===== config.mk =====
export PLATFORM = sky130hd
export DESIGN_NAME = arb4_penc_ctrl
export DESIGN_NICKNAME = d
export VERILOG_FILES = /design/src/rtl/arb4_penc_pkg.sv /design/src/rtl/arb4_penc_ctrl_penc.sv /design/src/rtl/arb4_penc_ctrl.sv
export SDC_FILE = /design/constraint.sdc
export NUM_CORES = 1
export LEC_CHECK = 0
export CORE_MARGIN = 5
export CORE_UTILIZATION = 35
export CTS_BUF_LIST = sky130_fd_sc_hd__clkbuf_4
export CTS_CLUSTER_DIAMETER = 60
export DETAILED_ROUTE_END_ITERATION = 10
export GPL_ROUTABILITY_DRIVEN = 0
export PLACE_DENSITY = 0.65
export SYNTH_ARGS = -nofsm -noshare
export SYNTH_HDL_FRONTEND = slang
export SYNTH_HIERARCHICAL = 1
export SYNTH_SLANG_ARGS = --single-unit

===== constraint.sdc =====
create_clock -name clk -period 1.3 [get_ports clk]
set_input_delay 0.13 -clock clk [delete_from_list [all_inputs] [get_ports clk]]
set_output_delay 0.13 -clock clk [all_outputs]
set_load 0.005 [all_outputs]

===== src/rtl/arb4_penc_pkg.sv =====
// ---------------------------------------------------------------------------
// arb4_penc_pkg : shared state encodings, sizes and helpers for arb4_penc_ctrl
// Revision: 1.0
// ---------------------------------------------------------------------------
`default_nettype none

package arb4_penc_pkg;

  localparam int C_NREQ         = 4;
  localparam int C_IDX_W        = 2;
  localparam int C_HOLD_MAX_DEF = 15;

  typedef enum logic [1:0] {
    ST_IDLE  = 2'b00,
    ST_GRANT = 2'b01,
    ST_GAP   = 2'b10
  } state_t;

  function automatic logic [C_NREQ-1:0] f_onehot(input logic [C_IDX_W-1:0] idx);
    return 4'b0001 << idx;
  endfunction

endpackage

`default_nettype wire


===== src/rtl/arb4_penc_ctrl_penc.sv =====
// ---------------------------------------------------------------------------
// arb_penc4 : 4-to-2 priority encoder, bit 3 highest, valid when any bit set
// Revision: 1.0
// ---------------------------------------------------------------------------
`default_nettype none

module arb_penc4
  import arb4_penc_pkg::*;
(
  input  logic [C_NREQ-1:0]  i_req,
  output logic [C_IDX_W-1:0] o_idx,
  output logic               o_vld
);

  always_comb begin
    o_vld = |i_req;
    o_idx = 2'b00;
    if (i_req[3])      o_idx = 2'b11;
    else if (i_req[2]) o_idx = 2'b10;
    else if (i_req[1]) o_idx = 2'b01;
  end

endmodule

`default_nettype wire


===== src/rtl/arb4_penc_ctrl.sv =====
// ---------------------------------------------------------------------------
// arb4_penc_ctrl : 4-requester non-preemptive priority arbiter with idle gap.
// Optional hold timeout with requester masking: ARB4_PENC_TIMEOUT_EN
// Revision: 1.0
// ---------------------------------------------------------------------------
`default_nettype none

module arb4_penc_ctrl
  import arb4_penc_pkg::*;
#(
  parameter int HOLD_MAX = C_HOLD_MAX_DEF,
  parameter int CNT_W    = 4
) (
  input  logic               clk,
  input  logic               rst,
  input  logic [C_NREQ-1:0]  req,
  output logic [C_NREQ-1:0]  gnt,
  output logic [C_IDX_W-1:0] gnt_id,
  output logic               gnt_vld,
  output logic               busy,
  output logic               tout
);

  state_t               r_state, w_state_nxt;
  logic [C_NREQ-1:0]    r_gnt, w_gnt_nxt;
  logic [C_IDX_W-1:0]   r_gnt_id, w_gnt_id_nxt;
  logic                 r_tout, w_tout_nxt;
  logic [C_NREQ-1:0]    w_mask;
  logic [C_NREQ-1:0]    w_m;
  logic [C_IDX_W-1:0]   w_idx;
  logic                 w_vld;
  logic                 w_hold_hit;

  assign w_m = req & ~w_mask;

  arb_penc4 u_penc (
    .i_req (w_m),
    .o_idx (w_idx),
    .o_vld (w_vld)
  );

`ifdef ARB4_PENC_TIMEOUT_EN
  logic [CNT_W-1:0]  r_cnt;
  logic [C_NREQ-1:0] r_mask;
  logic              w_issue;
  logic              w_timeout;

  assign w_issue    = (r_state == ST_IDLE) && w_vld;
  assign w_hold_hit = ((r_cnt + CNT_W'(1)) == CNT_W'(HOLD_MAX));
  assign w_timeout  = (r_state == ST_GRANT) && req[r_gnt_id] && w_hold_hit;
  assign w_mask     = r_mask;

  // r_cnt counts completed GRANT cycles of the current owner
  always_ff @(posedge clk or posedge rst) begin
    if (rst) begin
      r_cnt  <= '0;
      r_mask <= '0;
    end else begin
      if (w_issue)                  r_cnt <= '0;
      else if (r_state == ST_GRANT) r_cnt <= r_cnt + CNT_W'(1);

      if (w_timeout)                r_mask <= r_mask | f_onehot(r_gnt_id);
      else if (w_issue)             r_mask <= '0;
      else if ((r_state == ST_IDLE) && (r_mask != '0)) r_mask <= '0;
    end
  end
`else
  assign w_hold_hit = 1'b0;
  assign w_mask     = '0;
`endif

  always_comb begin
    w_state_nxt  = r_state;
    w_gnt_nxt    = r_gnt;
    w_gnt_id_nxt = r_gnt_id;
    w_tout_nxt   = 1'b0;
    case (r_state)
      ST_IDLE: begin
        if (w_vld) begin
          w_state_nxt  = ST_GRANT;
          w_gnt_nxt    = f_onehot(w_idx);
          w_gnt_id_nxt = w_idx;
        end
      end
      ST_GRANT: begin
        // gnt_id is deliberately kept on release so the last owner stays visible
        if (!req[r_gnt_id]) begin
          w_state_nxt = ST_GAP;
          w_gnt_nxt   = '0;
        end else if (w_hold_hit) begin
          w_state_nxt = ST_GAP;
          w_gnt_nxt   = '0;
          w_tout_nxt  = 1'b1;
        end
      end
      ST_GAP: begin
        w_state_nxt = ST_IDLE;
      end
      default: begin
        w_state_nxt = ST_IDLE;
        w_gnt_nxt   = '0;
      end
    endcase
  end

  always_ff @(posedge clk or posedge rst) begin
    if (rst) begin
      r_state  <= ST_IDLE;
      r_gnt    <= '0;
      r_gnt_id <= '0;
      r_tout   <= 1'b0;
    end else begin
      r_state  <= w_state_nxt;
      r_gnt    <= w_gnt_nxt;
      r_gnt_id <= w_gnt_id_nxt;
      r_tout   <= w_tout_nxt;
    end
  end

  assign gnt     = r_gnt;
  assign gnt_id  = r_gnt_id;
  assign gnt_vld = |r_gnt;
  assign busy    = (r_state != ST_IDLE);
  assign tout    = r_tout;

endmodule

`default_nettype wire

* Word-level counts from Yosys, hierarchy flattened
Index checks and enable logic that the tools add are counted.
Operators by class: reduce and logical (&&, ||, !) cells 7, eq/ne operators 4, magnitude comparators 1, multiply operators 0, bitwise logic cells 1, shift operators 1, $add $sub $neg 0, divide/modulo/power cells 0, mux-type cells 11
Operators by type and width (count):
- 4-bit case mux with 3 select lines | 1
- 2-bit two-way mux | 4
- 4-bit two-way mux | 2
- 4-bit OR reduction | 2
- 2-bit case mux with 2 select lines | 1
- 2-bit AND reduction | 2
- 1-bit by 2-bit << shifter with 4-bit output (first input constant) | 1
- 2-bit by 3-bit less-than comparator with 1-bit output (second input constant) | 1
- 3-bit AND reduction | 1
- 1-bit binary-select mux with 2-bit select | 1
- 2-bit by 1-bit == test with 1-bit output (second input constant) | 1
- 2-bit == test (second input constant) | 1
- 2-bit zero test | 1
- 1-bit two-way mux | 2
- 2-bit by 1-bit inequality test with 1-bit output (second input constant) | 1
- 2-bit inequality test (second input constant) | 1
- 2-bit nonzero test | 1
- 1-bit inverter | 1
Word-level totals: input bits 6, bits in latches 0, output and inout bits 9, bits in registers 8, memories 0, bits in read-only memories 0, memory bits (writable) 0, logic and storage cells 28

* Longest topological paths before layout
depth in word-level cells 6, mapped depth 5

* Cells and area by module
The synthesis kept the hierarchy.
Modules (own cells, without submodules):
- arb4_penc_ctrl | seq. area each 200.2 um^2, area each 457.9 um^2, cells each 40, instances 1
- arb_penc4 | seq. area each 0.0 um^2, area each 23.8 um^2, cells each 4, instances 1

* Worst setup path before layout
No wires, ideal clock.
path type in2reg, start point input port req[3], end point register r_state[0], setup time 0.127 ns, path slack -0.002 ns, arrival time 1.175 ns, stages on the path 5, path through or2_1 -> or3_1 -> inv_1 -> nor2_4 -> or2_2
RTL lines:
- start: declaration | line arb4_penc_ctrl.sv:16 | input logic [C_NREQ-1:0] req,
- 4-bit OR reduction | line arb4_penc_ctrl_penc.sv:16 | o_vld = |i_req;
- net w_vld | line arb4_penc_ctrl.sv:31 | logic w_vld;
- 2-bit by 1-bit inequality test with 1-bit output (no line)
- 2-bit AND reduction (no line)
- end signal: assignment | line arb4_penc_ctrl.sv:113 | r_state <= w_state_nxt;
- end: declaration | line arb4_penc_ctrl.sv:24 | state_t r_state, w_state_nxt;
The timed path passes the listed nets, and every way through them passes these cells. The select of a mux whose other input is x is not followed. A chain may end at the register's enable or synchronous reset.

* Final worst setup path
start point register r_state[1], end point register r_gnt[2] (netlist: gnt[2])
On the way: cells in the longest elaborated chain, start to end 3
Ends and longest elaborated chain:
- 2-bit by 1-bit == test with 1-bit output, or another cell as far along | line arb4_penc_ctrl.sv:77 | case (r_state)
- 2-bit inequality test (no line), or another cell as far along
- 3-bit AND reduction (no line)
- end signal: assignment | line arb4_penc_ctrl.sv:114 | r_gnt <= w_gnt_nxt;
- end: declaration | line arb4_penc_ctrl.sv:25 | logic [C_NREQ-1:0] r_gnt, w_gnt_nxt;
Parallel ways exist; a longest one is shown, timed or not.

==> impl_summary.txt <==
----------------------------------------------------
[Final layout]
  Syn-to-layout area delta ... 66.8%
  Fillers ... 109
  Final standard cell utilization of the core ... 61.7%
  Share of cells above drive strength 1 ... between 50% and 60%
  Fin nets ... 80
  Diodes inserted ... 0
  Count of non-filler cells in the finished layout ... 87

[Die]
  Die area ... 2220 sq um
  Area of the core ... 1300 sq um
  I/O Pins ... 15
  Y dimension of the die ... 47.1 microns
  Die boundary width ... 47.1 microns
  Floorplan row count ... 13
  Effective utilization at floorplan ... 37.0%

[Yosys]
  Library cells used by synthesis ... 24
  Netlist area before placement ... around 480 sq um
  Top cell type's share of synthesized area ... 41.6%
  Number of storage elements in the synthesis netlist ... 8
  Gate Count Post-Synth ... between 40 and 50
  Leading area contributor after synthesis ... sky130_fd_sc_hd__dfrtp_1
  Number of enable flip-flop cells after synthesis ... 0
  Synth async-reset ratio ... 100%
  Most frequent cell after synthesis ... sky130_fd_sc_hd__dfrtp_1
  Yosys Warn Count ... 6
  Synth Flop Type ... sky130_fd_sc_hd__dfrtp_1
  Mean cell area of the mapped netlist ... ~11 sq um
  Ranking of synthesized cells by area ... sky130_fd_sc_hd__dfrtp_1, sky130_fd_sc_hd__mux2_2, sky130_fd_sc_hd__mux2i_1
  Portion of the post-synthesis area used by sequential elements ... 41.6%
  Synthesized net count ... 50

[Global routing]
  Global-route usage over all layers ... approximately 15%
  Largest net degree at the start of global routing ... 9
  Number of global-route vias before repair ... 480
  First-pass GRT wire length ... 2.13 mm
  Remaining global-route overflow ... 0
  Number of antenna violations at the first check in global routing ... 0

[Clocking]
  Clock insertion delay at the later pin of the skew report ... 0.26 ns
  Clk sink count ... 8
  Clock-pin transition on the worst setup and hold timing paths ... 0.05 ns
  Htree depth ... 1
  TritonCTS Buffers ... 3
  Clock Root Buffer ... sky130_fd_sc_hd__clkbuf_4
  TritonCTS clock tree ... done
  Buffer levels on the longest clock path ... 2

[Drt]
  Post-DRT Antenna Nets ... 0
  Via Count ... approximately 460
  Wire length per cell after detailed routing ... 15.1 microns
  Drt total wl ... 1.31 mm
  Total iterations of the first detailed-routing run ... 4
  Number of remaining DRC errors ... 0
  Vias per std cell ... 5.23
  Number of DRC violations after detailed-routing iteration 0 ... 10

[STA]
  Final Hold Violating Endpoints ... 0
  Setup repair after global routing missed its margin ... true
  Post-route fraction of the period consumed by the critical path ... 108%
  Final setup violating endpoints ... 4
  Min Tclk post-route ... 1.40 ns
  Max-slew violation total from the final report ... 0
  Final setup slack of the worst path ... -0.0997 ns
  Achievable clock frequency ... 0.714 GHz
  Setup clock skew after layout ... between 0.004 and 0.005 ns

[Critical path]
  Depth of the worst register-to-register path ... 5
  Crit. Startpoint ... r_state[1]
  Register-to-Register Setup Slack ... -0.1 ns
  Critical register-to-register path startpoint ... r_state[1]
  Kind of capture point of the worst setup path ... flip-flop
  CP Class ... reg2reg
  Kind of launch point of the worst setup path ... flip-flop
  Peak fanout along the critical path ... 3
  Endpoint of the worst-slack reg-to-reg timing path ... gnt[2]
  Worst EP arrival ... around 1.6 ns
  Required time of the critical path ... 1.47 ns
  End of the critical path ... gnt[2]

[Status]
  Result of the run ... finished with violations
  Violated checks ... setup timing

[Placement]
  Input/output buffers ... 13
  Post-detailed-placement half-perimeter wirelength ... 911 microns
  Cell count after placement ... around 80

[Flow run]
  Max cap viols ... 0

[Hold path]
  Min-Delay Path Class ... in2async

[Power]
  Highest ir drop seen on vdd ... 1.11 mV
  Static Leak ... 0.000391 uW
  Power density normalized to cell area ... 1950 nW/um^2

----------------------------------------------------
registers in the layout (all words and copies together) (netlist names):
signal and cells:
gnt 4, gnt_id 2, r_state 2
placed cells by master (no fill, tap or decap), types with 2 or more instances in the layout:
| cell | instances |
|---|---|
| sky130_fd_sc_hd__mux2_2 | 3 |
| sky130_fd_sc_hd__clkdlybuf4s15_1 | 3 |
| sky130_fd_sc_hd__buf_6 | 4 |
| sky130_fd_sc_hd__clkbuf_4 | 3 |
| sky130_fd_sc_hd__dfrtp_2 | 2 |
| sky130_fd_sc_hd__nand3b_1 | 2 |
| sky130_fd_sc_hd__or2_4 | 2 |
| sky130_fd_sc_hd__a21oi_1 | 2 |
| sky130_fd_sc_hd__o2bb2ai_2 | 3 |
| sky130_fd_sc_hd__dfrtp_1 | 6 |
| sky130_fd_sc_hd__o22ai_2 | 2 |
| sky130_fd_sc_hd__mux2i_2 | 2 |
| sky130_fd_sc_hd__inv_1 | 2 |
| sky130_fd_sc_hd__dlygate4sd2_1 | 7 |
| sky130_fd_sc_hd__nor4bb_1 | 2 |
| sky130_fd_sc_hd__buf_4 | 10 |
power by group:
group	internal, uW	switching, uW
clock	106	83.0
combinational	576	387
sequential	347	68.2
total	1030	538
cells by family (layout without fill, tap and decap cells):
family,after synthesis,count (layout),share of synthesized area (%)
flops,8,8,41.6
other cells,1,1,0.778
buf+inv,5,33,5.45
simple gates,15,15,24.9
mux,6,6,13.2
compound gates,9,9,14.0
area by class of cell:
class	instances	area, sq um	share of cell area [%]
well taps	15	18.8	2.34
inverters	3	11.3	1.40
repair buffers	27	239	29.8
multi-input cells	31	309	38.5
flip-flops and latches	8	203	25.2
clock buffers	3	22.5	2.80
how the worst min path moves through the flow:
| stage | start | end | cells past startpoint |
|---|---|---|---|
| CTS | rst | r_state[0] | 2 |
| finish | rst | gnt_id[1] | 2 |
| floorplan | rst | gnt[0] | 1 |
| global route | rst | gnt[0] | 2 |
| global placement | rst | gnt[1] | 2 |
| detailed placement | rst | gnt[0] | 2 |
what timing repair did:
action                                  in CTS  in global routing
endpoints found under the setup margin      15                  6
gates resized for setup                     26                  9
buffers inserted                             3                  0
pin swaps                                    5                  4
hold buffers                                 0                  0
metal layers:
layer | global-route usage [%] | wire, microns | part of all wire (%)
met5 | 0 | 0 | 0
met4 | 11.6 | 48 | 3.7
met3 | 3.45 | 47 | 3.6
met2 | 22.5 | 674 | 51
met1 | 17.1 | 541 | 41
through the flow:
| stage | area (sq um) | hold WS, ns | setup WS, ns | total power, uW | setup TNS (ns) |
|---|---|---|---|---|---|
| CTS | 773 | 0.121 | -0.111 | 1480 | -0.245 |
| detailed placement | 703 | 0.394 | -0.421 | 1230 | -3.04 |
| global placement | 703 | 0.392 | -0.397 | 1220 | -2.93 |
| global route | 803 | 0.139 | -0.149 | 1670 | -0.468 |
| floorplan | 487 | -0.0543 | 0.0139 | 818 | 0 |
| finish | 803 | 0.135 | -0.0997 | 1570 | -0.380 |
worst max-delay path, cell delays in order, from the launching register on:
cell and delay (ns):
sky130_fd_sc_hd__dfrtp_2 0.42, sky130_fd_sc_hd__buf_6 0.12, sky130_fd_sc_hd__or3b_4 0.38, sky130_fd_sc_hd__o22ai_2 0.15, sky130_fd_sc_hd__buf_6 0.14, sky130_fd_sc_hd__o2bb2ai_2 0.10
Note: power is estimated with default switching activity, not from simulation.
